**src/rtl/comparator_pkg.sv**
```systemverilog
// -----------------------------------------------------------------------------
// comparator_pkg
// Shared types for the serial comparator: FSM state encoding, the one-hot
// result encoding {lt, gt, eq}, and a helper that sizes the slice counter.
// No ports.
// -----------------------------------------------------------------------------
package comparator_pkg;

  typedef enum logic [1:0] {
    IDLE = 2'd0,
    RUN  = 2'd1,
    DONE = 2'd2
  } state_t;

  // Result vector ordering matches the output pins {a_lt_b, a_gt_b, a_eq_b}.
  typedef logic [2:0] res_t;

  localparam res_t LT       = 3'b100;
  localparam res_t GT       = 3'b010;
  localparam res_t EQ       = 3'b001;
  localparam res_t RES_NONE = 3'b000;

  // Counter width for N slices; a single-slice build still needs one bit.
  function automatic int cnt_width(input int n);
    return (n > 1) ? $clog2(n) : 1;
  endfunction

endpackage

```
**src/rtl/comparator_chunk.sv**
```systemverilog
// -----------------------------------------------------------------------------
// comparator_chunk
// Purely combinational unsigned compare of one CHUNK-bit slice.
//   i_a, i_b : slice operands
//   o_lt     : i_a <  i_b
//   o_gt     : i_a >  i_b
// -----------------------------------------------------------------------------
module comparator_chunk #(
  parameter int CHUNK = 1
) (
  input  logic [CHUNK-1:0] i_a,
  input  logic [CHUNK-1:0] i_b,
  output logic             o_lt,
  output logic             o_gt
);

  assign o_lt = (i_a < i_b);
  assign o_gt = (i_a > i_b);

endmodule

```
**src/rtl/comparator_serial.sv**
```systemverilog
// -----------------------------------------------------------------------------
// comparator_serial
// Multi-cycle magnitude comparator. Operands are captured on start in IDLE and
// compared CHUNK bits per cycle, most-significant slice first. The first slice
// that differs fixes the verdict; the result is registered on entry to DONE.
//
// Parameters
//   WIDTH : operand width (>= 2)
//   CHUNK : bits compared per cycle (must divide WIDTH); N = WIDTH/CHUNK
//
// Ports
//   clk                    : clock, rising edge
//   rst_n                  : asynchronous active-low reset
//   start                  : request, sampled only in IDLE
//   a, b                   : operands, sampled with start
//   is_signed              : 1 = two's-complement, 0 = unsigned, sampled with start
//   busy                   : high while in RUN
//   done                   : one-cycle completion pulse (DONE state)
//   a_lt_b, a_gt_b, a_eq_b : registered one-hot result, held until next DONE
//
// Build option
//   COMPARATOR_EARLY_EXIT_EN : leave RUN right after the first differing slice
//                              instead of always scanning all N slices.
// -----------------------------------------------------------------------------
module comparator_serial
  import comparator_pkg::*;
#(
  parameter int WIDTH = 8,
  parameter int CHUNK = 1
) (
  input  logic             clk,
  input  logic             rst_n,
  input  logic             start,
  input  logic [WIDTH-1:0] a,
  input  logic [WIDTH-1:0] b,
  input  logic             is_signed,
  output logic             busy,
  output logic             done,
  output logic             a_lt_b,
  output logic             a_gt_b,
  output logic             a_eq_b
);

  localparam int N     = (CHUNK > 0) ? (WIDTH / CHUNK) : 1;
  localparam int CNT_W = cnt_width(N);

  if ((WIDTH < 2) || (CHUNK < 1) || ((WIDTH % CHUNK) != 0)) begin : g_param_err
    $error("comparator_serial: illegal WIDTH=%0d / CHUNK=%0d", WIDTH, CHUNK);
  end

  state_t           r_state;
  state_t           w_state_nxt;
  logic [WIDTH-1:0] r_a;
  logic [WIDTH-1:0] r_b;
  logic [CNT_W-1:0] r_cnt;
  res_t             r_verdict;
  res_t             w_verdict_nxt;
  res_t             r_res;
  logic [N-1:0]     w_lt;
  logic [N-1:0]     w_gt;
  logic             w_sel_lt;
  logic             w_sel_gt;
  logic             w_last;
  logic [WIDTH-1:0] w_sign_mask;

  // Flipping both MSBs maps two's-complement order onto unsigned order, so
  // every slice can then be compared unsigned.
  assign w_sign_mask = {is_signed, {(WIDTH-1){1'b0}}};

  // Slice 0 is the most-significant slice, matching the counter order.
  for (genvar i = 0; i < N; i++) begin : g_slice
    comparator_chunk #(.CHUNK(CHUNK)) u_chunk (
      .i_a  (r_a[WIDTH-1-i*CHUNK -: CHUNK]),
      .i_b  (r_b[WIDTH-1-i*CHUNK -: CHUNK]),
      .o_lt (w_lt[i]),
      .o_gt (w_gt[i])
    );
  end

  assign w_sel_lt = w_lt[r_cnt];
  assign w_sel_gt = w_gt[r_cnt];

  // NOTE: every signal driven here gets a default first so no path leaves it
  // unassigned, which would otherwise infer a latch.
  always_comb begin
    w_state_nxt   = r_state;
    w_verdict_nxt = r_verdict;
    w_last        = (r_cnt == CNT_W'(N - 1));
`ifdef COMPARATOR_EARLY_EXIT_EN
    // Any difference at this point is the first one, because an earlier one
    // would already have ended the scan.
    w_last        = w_last | w_sel_lt | w_sel_gt;
`endif
    unique case (r_state)
      IDLE: if (start) w_state_nxt = RUN;
      RUN: begin
        // Only the first differing slice may set the verdict.
        if (r_verdict == EQ) begin
          if (w_sel_lt)      w_verdict_nxt = LT;
          else if (w_sel_gt) w_verdict_nxt = GT;
        end
        if (w_last) w_state_nxt = DONE;
      end
      DONE:    w_state_nxt = IDLE;
      default: w_state_nxt = IDLE;
    endcase
  end

  // NOTE: sequential state uses non-blocking assignments so every register
  // samples pre-edge values regardless of statement order.
  always_ff @(posedge clk or negedge rst_n) begin
    if (!rst_n) r_state <= IDLE;
    else        r_state <= w_state_nxt;
  end

  // NOTE: the operand registers are ordinary flops and are cleared on reset;
  // this keeps post-reset state fully defined for a trivial cost.
  always_ff @(posedge clk or negedge rst_n) begin
    if (!rst_n) begin
      r_a       <= '0;
      r_b       <= '0;
      r_cnt     <= '0;
      r_verdict <= EQ;
      r_res     <= RES_NONE;
    end else begin
      if ((r_state == IDLE) && start) begin
        r_a       <= a ^ w_sign_mask;
        r_b       <= b ^ w_sign_mask;
        r_cnt     <= '0;
        r_verdict <= EQ;
      end else if (r_state == RUN) begin
        r_cnt     <= r_cnt + 1'b1;
        r_verdict <= w_verdict_nxt;
        if (w_last) r_res <= w_verdict_nxt;
      end
    end
  end

  assign busy = (r_state == RUN);
  assign done = (r_state == DONE);
  assign {a_lt_b, a_gt_b, a_eq_b} = r_res;

endmodule

```
**config.mk**
```make
export PLATFORM = sky130hd
export DESIGN_NAME = comparator_serial
export DESIGN_NICKNAME = d
export VERILOG_FILES = /design/src/rtl/comparator_pkg.sv /design/src/rtl/comparator_chunk.sv /design/src/rtl/comparator_serial.sv
export SDC_FILE = /design/constraint.sdc
export NUM_CORES = 1
export LEC_CHECK = 0
export ABC_AREA = 1
export CAP_MARGIN = 40
export CORE_AREA = 2 2 54 56
export DETAILED_ROUTE_END_ITERATION = 8
export DIE_AREA = 0 0 56 58
export PLACE_DENSITY = 0.76
export SYNTH_ARGS = -nofsm -noshare
export SYNTH_HDL_FRONTEND = slang
export SYNTH_SLANG_ARGS = --single-unit
```
**constraint.sdc**
```tcl
create_clock -name clk -period 1.31 [get_ports clk]
set_input_delay 0.262 -clock clk [delete_from_list [all_inputs] [get_ports clk]]
set_output_delay 0.262 -clock clk [all_outputs]
set_load 0.01 [all_outputs]
```
==> results.sh <==
export IMPL_outcome="finished, violations left"
export IMPL_violations="setup timing"
export IMPL_clk_latency_ns=0.34
export IMPL_whs_ns=0.2576
export IMPL_timing_worst_setup_path_type="flip-flop to flip-flop"
export IMPL_finalCriticalPeriod_ns=1.333
export IMPL_required_ns=1.56
export IMPL_cts_max_level=1
export IMPL_die_area_sq_mm=0.003248
export IMPL_ant_nets=0
export IMPL_critPathCaptureType="flip-flop"
export IMPL_syn_inst=161
export IMPL_antenna_found_initial=0
export IMPL_worst_pin_slew_ns=0.2771
export IMPL_vias=1156
export IMPL_fin_skew_ns=0.01553
export IMPL_setup_tns_ns=-0.02278
export IMPL_hold_buffers=0
export IMPL_p_leak_nw=0.8874
export IMPL_syn_num_nets=183
export IMPL_netSwitchingPower_mw=1.819
export IMPL_powerDensity_mw_per_mm2=2245
export IMPL_ys_seq_area_share_pct=52.27
export IMPL_utilization_pct=68.84
export IMPL_slew_headroom_pct=81.47
export IMPL_drc=0
export IMPL_finalSetupViolCount=1
export IMPL_syn2layout_area_growth_pct=41.55
export IMPL_hpwlAfterDp_um=2028
export IMPL_fin_nets=221
export IMPL_die_x_um=56
export IMPL_overflow=0
export IMPL_wirelength_um=3081
export IMPL_clk_pin_slew_ns=0.16
export IMPL_start_util_pct=48.64
export IMPL_worstPathArrival_ns=1.59
export IMPL_worstHoldPathType="input pin to asynchronous set/reset pin"
export IMPL_fillers=197
export IMPL_p_comb_share_pct=53.0
export IMPL_synth_ff_type="dfrtp_1"
export IMPL_num_rows=19
export IMPL_r2r_cells=9
export IMPL_critPathMaxFanout=5
export IMPL_reg2reg_from="r_cnt[0]"
export IMPL_p_sw_share_pct=44.21
export IMPL_cap_violations=0
export IMPL_synth_most_common_cell="nand2_1"
export IMPL_antenna_cells=0
export IMPL_cts_buffers=3
export IMPL_drive_gt1_share_pct=28.28
export IMPL_reg2reg_slack_ns=-0.02
export IMPL_grt_max_degree=28
export IMPL_period_share_pct=101.7
export IMPL_p_int_mw=2.296
export IMPL_ys_warn_count=0
export IMPL_grt_usage_pct=18.46
export IMPL_grt_pass1_vias=1085
export IMPL_async_flop_share_pct=100.0
export IMPL_hold_viol_final=0
export IMPL_cts_tree="done"
export IMPL_start_kind="flip-flop"
export IMPL_synth_edf_count=0
export IMPL_post_drt_wl_per_cell_um=13.45
export IMPL_die_h_um=58
export IMPL_yosysTopAreaCellShare_pct=50.24
export IMPL_clkPwrFrac_pct=9.1
export IMPL_drt_iter0_markers=48
export IMPL_gp_congestion=0.7508
export IMPL_synth_distinct_cells=18
export IMPL_syn_area_per_cell_sq_um=8.043
export IMPL_maxSlewViolCount=0
export IMPL_grt_first_pass_wirelength_um=4712
export IMPL_first_pass_iters=4
export IMPL_cts_num_sinks=27
export IMPL_ys_ff_latch=27
export IMPL_cts_path_max_buffers=2
export IMPL_synth_cell_area_sq_mm=0.001295
export IMPL_max_freq_mhz=750.3
export IMPL_seqPwrFrac_pct=38.0
export IMPL_core_sq_mm=0.002663
export IMPL_viasPerCell=5.048
export IMPL_synthTopCellsByArea="dfrtp_1 50%, nand2_1 12%, nand3_1 11%"
export IMPL_cts_root_buffer="clkbuf_4"
export IMPL_rsz0062_at_grt="yes"
export IMPL_yosys_area_top_type="dfrtp_1"
export IMPL_setup_ws_ns=-0.02278
export IMPL_ir_drop_uv=1368
export IMPL_rr_endpoint="r_res[2]"
export IMPL_portBuffers=24
export IMPL_netlist_top_cells_count="40 x nand2_1, 28 x nand3_1, 26 x dfrtp_1"
export IMPL_io_pins=25
[cell families after synthesis]
logic type / count (synthesis) / share of synthesized area [%]
and+or+nand+nor: 77 / 25.99
buffers and inverters: 30 / 9.565
DFF: 27 / 52.27
adders and majority gates: 2 / 1.932
xor gates and xnor gates: 2 / 1.353
AOI/OAI and AO/OA: 23 / 8.889
[worst max path at each step]
stage	from	end	depth (start not counted)
floorplan	r_cnt[0]	r_res[1]	6
global placement	start	r_b[4]	6
detailed placement	start	r_a[7]	6
CTS	r_res[0]	a_eq_b	1
global route	r_cnt[0]	r_res[2]	9
finish	r_cnt[0]	r_res[2]	9
[sequential cells by signal (all words and copies together) (netlist names)]
signal and cells:
r_state 2, r_verdict 3, r_b 8, r_res 3, r_cnt 3, r_a 8
[timing repair]
action | CTS | global route
gates resized for setup | 18 | 36
hold endpoints to repair | 0 | 0
endpoints found under the setup margin | 10 | 14
pin swaps | 0 | 19
buffers inserted | 0 | 2
[layout make-up]
cell class | count | area [sq um] | share of cell area, %
timing repair buffer | 37 | 357.8 | 19.52
multi-input combinational | 104 | 630.6 | 34.40
tap | 31 | 38.79 | 2.116
inverter | 26 | 100.1 | 5.461
clock inverter | 1 | 5.005 | 0.2730
sequential | 27 | 678.2 | 37.00
clock buffer | 3 | 22.52 | 1.229
[critical path: stages (launching register included)]
cell and delay [ns]:
dfrtp_2 0.49, buf_6 0.15, nand3_1 0.08, nand3_1 0.10, nand3_2 0.11, nand2_2 0.08
nand2_4 0.09, nand2_2 0.05, nand2_1 0.05, nand2_1 0.05
[cell usage in the layout, fill, tap and decap left out, drive strengths merged]
cell type / count
a21oi: 4
clkdlybuf4s50: 19
buf: 15
clkinv: 1
clkdlybuf4s15: 3
dfstp: 1
ha: 2
nand3b: 1
nand2: 42
inv: 26
xor2: 2
clkbuf: 3
o21ai: 19
nor2: 5
dfrtp: 26
nand3: 28
nor3: 1
[power groups by stage]
stage / logic, mW / registers, mW / clock network [mW]
final: 2.18 / 1.56 / 0.374
after detailed placement: 1.72 / 1.50 / 0
after global routing: 2.39 / 1.60 / 0.399
after floorplan: 1.09 / 1.47 / 0
after CTS: 1.72 / 1.50 / 0.372
after global placement: 1.64 / 1.47 / 0
[layer usage]
metal | vias to the layer above | wire length (um) | GRT usage, %
li1 | 587 | - | -
met1 | 525 | 1378 | 23.30
met2 | 37 | 1536 | 31.26
met3 | 7 | 123 | 3.571
met4 | 0 | 43 | 7.823
met5 | - | 0 | 0
[through the flow]
stage / cells / instance area [sq um] / setup slack, ns / power (mW)
floorplan: 161 / 1295 / 0.1377 / 2.557
global placement: 223 / 1643 / -0.06047 / 3.116
detailed placement: 223 / 1643 / -0.1585 / 3.218
CTS: 227 / 1673 / 0.002928 / 3.596
global route: 229 / 1833 / -0.07194 / 4.391
finish: 229 / 1833 / -0.02278 / 4.115
No activity file was read; power rests on OpenSTA's default activity.
